**config.mk**
```make
export PLATFORM = sky130hd
export DESIGN_NAME = exc_isr_seq
export DESIGN_NICKNAME = d
export VERILOG_FILES = /design/src/rtl/exc_pkg.sv /design/src/rtl/exc_vec_sel.sv /design/src/rtl/exc_isr_seq.sv
export SDC_FILE = /design/constraint.sdc
export NUM_CORES = 1
export LEC_CHECK = 0
export CAP_MARGIN = 30
export CELL_PAD_IN_SITES_DETAIL_PLACEMENT = 0
export CELL_PAD_IN_SITES_GLOBAL_PLACEMENT = 1
export CORE_MARGIN = 5
export CORE_UTILIZATION = 29
export DETAILED_ROUTE_END_ITERATION = 10
export GPL_TIMING_DRIVEN = 0
export PLACE_DENSITY_LB_ADDON = 0.1
export SLEW_MARGIN = 20
export SYNTH_ARGS = -nofsm -noshare
export SYNTH_HDL_FRONTEND = slang
export SYNTH_SLANG_ARGS = --single-unit
```
**constraint.sdc**
```tcl
create_clock -name clk -period 5.8 [get_ports clk]
set_clock_uncertainty 0.05 [all_clocks]
set_input_delay 1.16 -clock clk [delete_from_list [all_inputs] [get_ports clk]]
set_output_delay 1.16 -clock clk [all_outputs]
set_load 0.01 [all_outputs]
```
**src/rtl/exc_pkg.sv**
```systemverilog
// Shared definitions for the ISR entry/exit sequencer: FSM state encoding,
// default vector numbers and the 2-bit accepted-event type code.
package exc_pkg;

    typedef enum logic [1:0] {
        S_IDLE  = 2'd0,
        S_DRAIN = 2'd1,
        S_REQ   = 2'd2,
        S_ISR   = 2'd3
    } state_t;

    localparam logic [7:0] VEC_GP_DEF  = 8'h0D;
    localparam logic [7:0] VEC_PF_DEF  = 8'h0E;
    localparam logic [7:0] VEC_INT_DEF = 8'h20;

    // Event type of the request accepted in IDLE; also selects a statistics counter.
    localparam logic [1:0] EXC_NONE = 2'd0;
    localparam logic [1:0] EXC_GP   = 2'd1;
    localparam logic [1:0] EXC_PF   = 2'd2;
    localparam logic [1:0] EXC_INT  = 2'd3;

endpackage

```
**src/rtl/exc_vec_sel.sv**
```systemverilog
// Combinational priority select: data-cache exception (protection over page
// fault) beats a pending external interrupt. Produces event type and vector.
module exc_vec_sel
    import exc_pkg::*;
#(
    parameter logic [7:0] VEC_GP  = VEC_GP_DEF,
    parameter logic [7:0] VEC_PF  = VEC_PF_DEF,
    parameter logic [7:0] VEC_INT = VEC_INT_DEF
) (
    input  logic       v_ro,
    input  logic       ro_stall,
    input  logic       dc_exp,
    input  logic       dc_prot_exp,
    input  logic       dc_page_fault,
    input  logic       ext_int,
    input  logic       isr,
    output logic [1:0] exc_type,
    output logic [7:0] vector
);

    logic take_exp;
    assign take_exp = v_ro & ~ro_stall & dc_exp & ~isr;

    always_comb begin
        exc_type = EXC_NONE;
        if (take_exp) begin
            if (dc_prot_exp)
                exc_type = EXC_GP;
            else if (dc_page_fault)
                exc_type = EXC_PF;
            else
                exc_type = EXC_PF;  // untyped data-cache exception is reported as a page fault
        end else if (ext_int) begin
            exc_type = EXC_INT;
        end
    end

    always_comb begin
        vector = 8'h00;
        case (exc_type)
            EXC_GP:  vector = VEC_GP;
            EXC_PF:  vector = VEC_PF;
            EXC_INT: vector = VEC_INT;
            default: vector = 8'h00;
        endcase
    end

endmodule

```
**src/rtl/exc_isr_seq.sv**
```systemverilog
// ISR entry/exit sequencer: capture EIP/vector, flush, drain, hand vector to
// fetch, hold isr until IRET. Optional event counters under EXC_STAT_EN.
module exc_isr_seq
    import exc_pkg::*;
#(
    parameter logic [7:0] VEC_GP  = VEC_GP_DEF,
    parameter logic [7:0] VEC_PF  = VEC_PF_DEF,
    parameter logic [7:0] VEC_INT = VEC_INT_DEF
) (
    input  logic        clk,
    input  logic        rst,
    input  logic        v_ro,
    input  logic        ro_stall,
    input  logic [31:0] ro_eip,
    input  logic        dc_exp,
    input  logic        dc_prot_exp,
    input  logic        dc_page_fault,
    input  logic        ext_int,
    input  logic        wb_drained,
    input  logic        isr_ack,
    input  logic        iret_retire,
    output logic        isr,
    output logic        exp_flush,
    output logic        isr_req,
    output logic [7:0]  isr_vector,
    output logic [31:0] saved_eip
`ifdef EXC_STAT_EN
    ,
    output logic [15:0] gp_cnt,
    output logic [15:0] pf_cnt,
    output logic [15:0] int_cnt
`endif
);

    state_t      state_q, state_d;
    logic [7:0]  vec_q, vec_d;
    logic [31:0] eip_q, eip_d;
    logic        flush_q;
    logic [1:0]  sel_type;
    logic [7:0]  sel_vec;
    logic        accept_idle;

    exc_vec_sel #(
        .VEC_GP  (VEC_GP),
        .VEC_PF  (VEC_PF),
        .VEC_INT (VEC_INT)
    ) u_vec_sel (
        .v_ro          (v_ro),
        .ro_stall      (ro_stall),
        .dc_exp        (dc_exp),
        .dc_prot_exp   (dc_prot_exp),
        .dc_page_fault (dc_page_fault),
        .ext_int       (ext_int),
        .isr           (isr),
        .exc_type      (sel_type),
        .vector        (sel_vec)
    );

    assign accept_idle = (state_q == S_IDLE) && (sel_type != EXC_NONE);

    always_comb begin
        state_d = state_q;
        vec_d   = vec_q;
        eip_d   = eip_q;
        case (state_q)
            S_IDLE: begin
                if (accept_idle) begin
                    state_d = S_DRAIN;
                    vec_d   = sel_vec;
                    eip_d   = ro_eip;
                end
            end
            S_DRAIN: if (wb_drained)  state_d = S_REQ;
            S_REQ:   if (isr_ack)     state_d = S_ISR;
            S_ISR:   if (iret_retire) state_d = S_IDLE;
            default: state_d = S_IDLE;
        endcase
    end

    always_ff @(posedge clk) begin
        if (rst) begin
            state_q <= S_IDLE;
            vec_q   <= 8'h00;
            eip_q   <= 32'h0;
            flush_q <= 1'b0;
        end else begin
            state_q <= state_d;
            vec_q   <= vec_d;
            eip_q   <= eip_d;
            flush_q <= accept_idle;  // lands in the first DRAIN cycle only
        end
    end

    // isr covers the fetch handoff too, so the checker masks new exceptions then.
    assign isr        = (state_q == S_REQ) || (state_q == S_ISR);
    assign isr_req    = (state_q == S_REQ);
    assign exp_flush  = flush_q;
    assign isr_vector = vec_q;
    assign saved_eip  = eip_q;

`ifdef EXC_STAT_EN
    for (genvar gi = 1; gi <= 3; gi++) begin : g_cnt
        logic [15:0] cnt_q, cnt_d;

        always_comb begin
            cnt_d = cnt_q;
            if (accept_idle && (sel_type == 2'(gi)) && (cnt_q != 16'hFFFF))
                cnt_d = cnt_q + 16'd1;
        end

        always_ff @(posedge clk) begin
            if (rst)
                cnt_q <= 16'h0;
            else
                cnt_q <= cnt_d;
        end
    end

    assign gp_cnt  = g_cnt[1].cnt_q;
    assign pf_cnt  = g_cnt[2].cnt_q;
    assign int_cnt = g_cnt[3].cnt_q;
`endif

endmodule

```
==> metrics.md, run 1 <==
| Metric | Value |
|---|---|
| Status | finished clean |
| DRC Markers | 0 |
| Cells after Synth | ~200 |
| H-tree Lvls | 2 |
| FF+latch area | 780.7 µm² |
| Final GP Congestion | 0.7152 |
| Routed Antenna Nets | 0 |
| Period minus WS final | approximately 3.4 ns |
| Worst path max stage delay | 0.50 ns |
| Die width | ~84 µm |
| Total number of vias | about 1,500 |
| Routed WL per cell | 11.63 µm |
| Synthesized area | around 1600 µm² |
| Synth area leader | dfxtp_1 |
| Synth top cells by count | nand2_1 (72), dfxtp_1 (39), a21oi_1 (35), ha_1 (9), clkbuf_1 (6) |
| Hold_buf cts | 0 |
| Max Buffers Root-to-Sink | 2 |
| Synth Flop Type | dfxtp_1 |
| RSZ-0062 raised after global routing | no |
| Worst setup startpoint | dc_exp |
| Post-synth EDFFs | 0 |
| Worst VDD drop | between 150 and 200 µV |
| Ys Warns | 0 |
| Most frequent CP cell | nand2_1 |
| Vias in the first global route | around 1,500 |
| CP Launch Type | primary input |
| FF-to-FF path depth | 11 |
| First-pass GRT wire length | around 7000 µm |
| Pin count of the biggest net entering global routing | 13 |
| Overall power | between 1 and 1.5 mW |
| Final nets | approximately 340 |
| CTS clock-pin slew for the worst setup and hold paths | 0.08 ns |
| Die Y | 84.11 µm |
| Drt pass-1 iters | 4 |
| CTS Buf Count | 5 |
| Worst Setup End Kind | flip-flop |
| Top cell type's share of synthesized area | 49.02% |
| Mean Syn Cell Area | just over 8 µm² |
| Diode count | 0 |
| Register bit total from synthesis | 39 |
| Pwr Density | between 400 and 500 nW/µm² |
| Worst skew pair latency | around 0.28 ns |
| Layout area overhead | 64.41% |
| Slew Limit Fails | 0 |
| Die Area | 7074 µm² |
| Avg Vias per Cell | between 4 and 5 |
| Core outline area | 5405 µm² |
| TritonCTS clock tree | built |
| Port Buffers | 81 |
| Leakage | between 1 and 1.5 nW |
| Count leader, synth | nand2_1 |
| Initial antenna violation count | 0 |
| I/O pin cnt | 86 |
| Multi-input gate area | around 730 µm² |
| Maximum Capacitance Violations | 0 |
| Worst-path cell chain | clkdlybuf4s50_1 -> nand2_1 -> or4b_4 -> and2_1 -> ha_1 -> nor2b_1 -> buf_2 -> buf_1 -> nand2_1 -> a21oi_1 |
| Share of cells above drive strength 1 | approximately 6.6% |
| Post-CTS sizing | 0 |
| Fillers | approximately 550 |
| CP max stage cell | or4b_4 |
| Crit Path Max Fanout | 10 |
| Root buffer cell | clkbuf_8 |
| Reg2Reg Setup Slack | approximately 2.7 ns |
| Critical Path RT | ~6.0 ns |
| Drt total wl | ~4200 µm |
| R2r endpoint | saved_eip[28] |
| Crit path depth | 10 |
| Setup Buffers After CTS | 0 |
| Class of the worst hold path | reg2reg |
| Setup TNS | 0 ns |
| WP buf/inv | 3 |
| CP delay by family, top | buffers and inverters |
| Sequential-to-total area share from yosys stat | 49.02% |
| Tcrit/Tclk final | 58.94% |
| Design area | 2619 µm² |
| End point of the critical path | saved_eip[28] |
| Critical path class | in2reg |
| Overall Global Routing Usage | between 10% and 20% |
| Largest cells by area after synthesis | dfxtp_1 (49%), nand2_1 (17%), a21oi_1 (11%) |
| Hold Fails Final Rpt | 0 |
| Netlist cell types | 25 |
| Detail Placement HPWL | between 3000 and 4000 µm |
| Initial DRC Count | 37 |
| Placement Cell Area | 2501 µm² |
| Initial Utilization | ~29% |
| Gr ovfl total | 0 |
| Fmax | 292.5 MHz |
| Finish-stage setup viols | 0 |
| Synth async-reset ratio | 0% |
| Clk sinks | 39 |
| Worst EP arrival | between 3 and 4 ns |
| Cell Rows | 27 |
| Reg2Reg Launch Point | state_q[0] |
how the worst min path moves through the flow:
stage | start | end | slack, ns | depth (start not counted)
floorplan | isr_vector[0] | isr_vector[0] | 0.43 | 2
global placement | saved_eip[10] | saved_eip[10] | 0.39 | 2
detailed placement | saved_eip[27] | saved_eip[27] | 0.40 | 2
CTS | saved_eip[27] | saved_eip[27] | 0.41 | 2
global route | saved_eip[18] | saved_eip[18] | 0.42 | 2
finish | saved_eip[30] | saved_eip[30] | 0.40 | 2
layout by cell type (no fill, tap or decap):
cell,Yosys,layout
bufinv_16,0,1
or4b_4,1,1
dfxtp_1,39,39
or2_4,1,1
nand2b_1,4,4
inv_1,2,2
o21bai_1,1,1
a21oi_1,35,35
nand2_1,72,72
ha_1,9,9
nor2b_1,3,3
mux2i_1,2,2
o21a_1,1,1
a211oi_1,1,1
clkinv_2,0,1
nor2b_2,1,1
buf_1,3,3
a2111oi_2,1,1
and2_1,1,1
clkdlybuf4s50_1,0,81
nor2_1,2,2
buf_4,4,4
clkbuf_8,0,6
conb_1,1,3
clkbuf_1,6,6
nor3_1,1,1
o21ai_0,1,1
o31ai_1,1,1
buf_2,3,3
worst register-to-register path, cell delays in order, from the launching register on:
cell and delay [ns]:
dfxtp_1 0.40, inv_1 0.10, ha_1 0.25, or2_4 0.28, or4b_4 0.53, and2_1 0.18, ha_1 0.24, nor2b_1 0.10
buf_2 0.21, buf_1 0.40, nand2_1 0.13, a21oi_1 0.13
per-layer routing:
layer | routed length, µm | GRT usage [%] | part of all wire (%) | up-vias
met5 | 0 | 0 | 0 | -
met2 | 1865 | 19.51 | 45 | 51
li1 | - | - | - | 802
met3 | 350 | 4.837 | 8.4 | 6
met1 | 1903 | 14.92 | 46 | 654
met4 | 57 | 3.947 | 1.4 | 0
per-stage QoR:
| stage | setup slack, ns | cells | hold WS, ns | utilization, % |
|---|---|---|---|---|
| global placement | 2.085 | 351 | 0.3917 | 46.27 |
| floorplan | 2.856 | 198 | 0.4305 | - |
| detailed placement | 2.061 | 351 | 0.3966 | 46.27 |
| finish | 2.381 | 359 | 0.4043 | 48.45 |
| global route | 2.143 | 359 | 0.4230 | 48.45 |
| CTS | 2.342 | 359 | 0.4067 | 48.45 |
state kept, by name, indices dropped and copies added (netlist names):
signal and count:
saved_eip 32, exp_flush 1, isr_vector 4, state_q 2
report_power, final:
| part | switching, mW | total (mW) | internal [mW] | leakage (nW) |
|---|---|---|---|---|
| clock | 0.0940 | 0.233 | 0.139 | 0.0612 |
| combinational | 0.251 | 0.496 | 0.246 | 0.647 |
| sequential | 0.0376 | 0.376 | 0.338 | 0.321 |
| total | 0.382 | 1.11 | 0.723 | 1.03 |
layout make-up:
type	instances	area share (%)
plain buffers	16	3.010
clock buffers	6	3.153
clock inverters	2	1.338
inverters	2	0.2867
multi-input cells	141	28.00
flip-flops and latches	39	29.81
well taps	72	3.440
repair buffers	81	30.96
cell families (layout without fill, tap and decap cells):
family | after synthesis | after routing | synth area share [%]
compound gates | 41 | 41 | 14.14
fa+ha+maj | 9 | 9 | 7.070
buf+inv | 18 | 107 | 5.420
flops | 39 | 39 | 49.02
mux | 2 | 2 | 1.257
other cells | 1 | 3 | 0.2354
simple gates | 86 | 86 | 22.86
No activity file was read; power rests on OpenSTA's default activity.
==> run 2, diff against run 1 <==
--- a/config.mk
+++ b/config.mk
@@ -9,7 +9,7 @@
 export CELL_PAD_IN_SITES_DETAIL_PLACEMENT = 0
 export CELL_PAD_IN_SITES_GLOBAL_PLACEMENT = 1
 export CORE_MARGIN = 5
-export CORE_UTILIZATION = 29
+export CORE_UTILIZATION = 26
 export DETAILED_ROUTE_END_ITERATION = 10
 export GPL_TIMING_DRIVEN = 0
 export PLACE_DENSITY_LB_ADDON = 0.1
==> constraint.sdc (replaced) <==
create_clock -name clk -period 3.44 [get_ports clk]
set_clock_uncertainty 0.05 [all_clocks]
set_input_delay 0.688 -clock clk [delete_from_list [all_inputs] [get_ports clk]]
set_output_delay 0.688 -clock clk [all_outputs]
set_load 0.01 [all_outputs]
==> run 2 against run 1 <==
Global-route usage decreased by 0.88 points. Design area is 1.1% lower. Sequential share of layout area up 0.33 points. Wire length increased by 3.3%. Critical path depth up 1.
==> metrics.md, run 2 (synthesis results as in run 1) <==
| Metric | Value |
|---|---|
| Status | finished clean |
| Initial Utilization | a little over a quarter |
| Worst path max stage delay | between 0.5 and 0.6 ns |
| Global route hottest layer | met2 |
| Worst-path cell chain | inv_1 -> ha_1 -> or2_4 -> or4b_4 -> and2_1 -> ha_1 -> nor2b_1 -> buf_2 -> buf_1 -> nand2_1 -> a21oi_1 |
| Setup TNS | 0 ns |
| CTS clock-pin slew for the worst setup and hold paths | roughly 0.080 ns |
| Core outline area | ~6000 µm² |
| Overall power | approximately 1.8 mW |
| Met1 usage | approximately 15% |
| Clk sinks | 39 |
| Share of cells above drive strength 1 | about 6.3% |
| Final non-filler cell total | about 360 |
| Final GP Congestion | around 0.73 |
| Critical path class | reg2reg |
| Pwr Density | between 600 and 700 nW/µm² |
| Setup Buffers After CTS | 0 |
| Root buffer cell | clkbuf_8 |
| Hold_buf cts | 0 |
| CP max stage cell | or4b_4 |
| Avg Vias per Cell | between 4 and 5 |
| Worst EP arrival | 3.19 ns |
| Die Area | just under 8000 µm² |
| Detail Placement HPWL | approximately 3200 µm |
| Sw frac | between 30% and 40% |
| Reg2Reg Launch Point | state_q[0] |
| P_sw | about 0.65 mW |
| RSZ-0062 raised after global routing | no |
| Layout area overhead | 62.61% |
| Worst setup startpoint | state_q[0] |
| CTS Buf Count | 5 |
| Gr ovfl total | 0 |
| Leakage | just over 1 nW |
| GR Util met3 | 4.004% |
| Port Buffers | about 80 |
| Slew Limit Fails | 0 |
| First-pass GRT wire length | slightly below 7000 µm |
| Pin count of the biggest net entering global routing | 13 |
| DRC Markers | 0 |
| Critical Path RT | between 3 and 4 ns |
| Worst VDD drop | between 300 and 400 µV |
| Routed Antenna Nets | 0 |
| Most frequent CP cell | ha_1 |
| Hold Fails Final Rpt | 0 |
| Cell Rows | 28 |
| Die Y | around 88 µm |
| Drt total wl | ~4300 µm |
| Initial antenna violation count | 0 |
| Clock Power Share | between 10% and 20% |
| Post-CTS sizing | 0 |
| Drt pass-1 iters | 4 |
| Crit Path Max Fanout | 10 |
| Total number of vias | 1,506 |
| Vias in the first global route | around 1,500 |
| Diode count | 0 |
| Worst hold start | saved_eip[10] |
| Finish-stage setup viols | 0 |
| TritonCTS clock tree | built |
| Fmax | between 300 and 400 MHz |
| Max reg flops | 32 |
| Met2 usage | 16.72% |
| Logic pwr share | 47.4% |
| Post-Place Cells | between 300 and 400 |
| Maximum Capacitance Violations | 0 |
| Most common cell after layout, fill and taps aside | clkdlybuf4s50_1 |
| Class of the worst hold path | reg2reg |
| Worst skew pair latency | around 0.28 ns |
| Part of the power in registers | ~36% |
| Tcrit/Tclk final | 87.71% |
| Initial DRC Count | 29 |
| Die width | a little under 90 µm |
| Routed WL per cell | 11.91 µm |
| CP Launch Type | flip-flop |
| Overall Global Routing Usage | approximately 11% |
| Worst Setup End Kind | flip-flop |
| Period minus WS final | between 3 and 4 ns |
| Final nets | approximately 340 |
| Most frequent cells in the layout | clkdlybuf4s50_1 (81), nand2_1 (72), dfxtp_1 (39) |
| Internal power | 1.126 mW |
| I/O pin cnt | 86 |
| Max Buffers Root-to-Sink | 2 |
| H-tree Lvls | 2 |
==> run 2: cell count changes in the layout (fill, tap and decap cells not counted) <==
| cell | before | now |
|---|---|---|
| bufinv_16 | 1 | 0 |
| clkbuf_1 | 6 | 7 |
| clkbuf_8 | 6 | 5 |
| clkinvlp_4 | 0 | 1 |
==> run 2: path summary, 6_finish.rpt <==
| check | end | slack, ns | cells after the start |
|---|---|---|---|
| max | saved_eip[20] | 0.42 | 11 |
| min | saved_eip[10] | 0.40 | 2 |
| max reg2reg | saved_eip[20] | 0.42 | 11 |
| min reg2reg | saved_eip[10] | 0.40 | 2 |
==> run 2: critical path: cells and delay by family, from the launching register on <==
| kind | cells | cell delay (ns) |
|---|---|---|
| fa+ha+maj | 2 | 0.49 |
| simple gates | 5 | 1.22 |
| flops | 1 | 0.38 |
| compound gates | 1 | 0.13 |
| buf+inv | 3 | 0.72 |
==> run 2: layout make-up <==
| class | instances | area [µm²] |
|---|---|---|
| Sequential cell | 39 | 780.7 |
| Timing Repair Buffer | 81 | 810.8 |
| Clock inverter | 2 | 12.51 |
| Buffer | 16 | 78.83 |
| Clock buffer | 6 | 72.57 |
| Fill cell | 632 | 3366 |
| Tap cell | 75 | 93.84 |
| Inverter | 2 | 7.507 |
| Multi-Input combinational cell | 141 | 733.2 |
==> run 2: stage by stage <==
step                worst slack [ns]  hold slack, ns  instance area (µm²)  utilization [%]
global route                  0.1393          0.4222                 2590            43.49
floorplan                     0.7042          0.4305                 1600                -
CTS                           0.3643          0.4072                 2590            43.49
finish                        0.4226          0.4048                 2590            43.49
global placement              0.1442          0.3912                 2505            42.06
detailed placement            0.1635          0.3963                 2505            42.06
==> run 2: power by group through the flow <==
| stage | Clock [mW] | Combinational [mW] | Sequential [mW] |
|---|---|---|---|
| 2_1_floorplan | 0 | 0.406 | 0.690 |
| 3_3_place_gp | 0 | 0.863 | 0.643 |
| 3_5_place_dp | 0 | 0.864 | 0.644 |
| 4_1_cts | 0.319 | 0.867 | 0.634 |
| 5_1_grt | 0.339 | 0.944 | 0.651 |
| 6_report | 0.301 | 0.840 | 0.633 |
==> run 2: metal layers <==
metal / vias to the layer above / part of all wire, %
met1: 645 / 46
met2: 55 / 42
li1: 801 / -
met5: - / 0
met4: 0 / 1.0
met3: 5 / 11
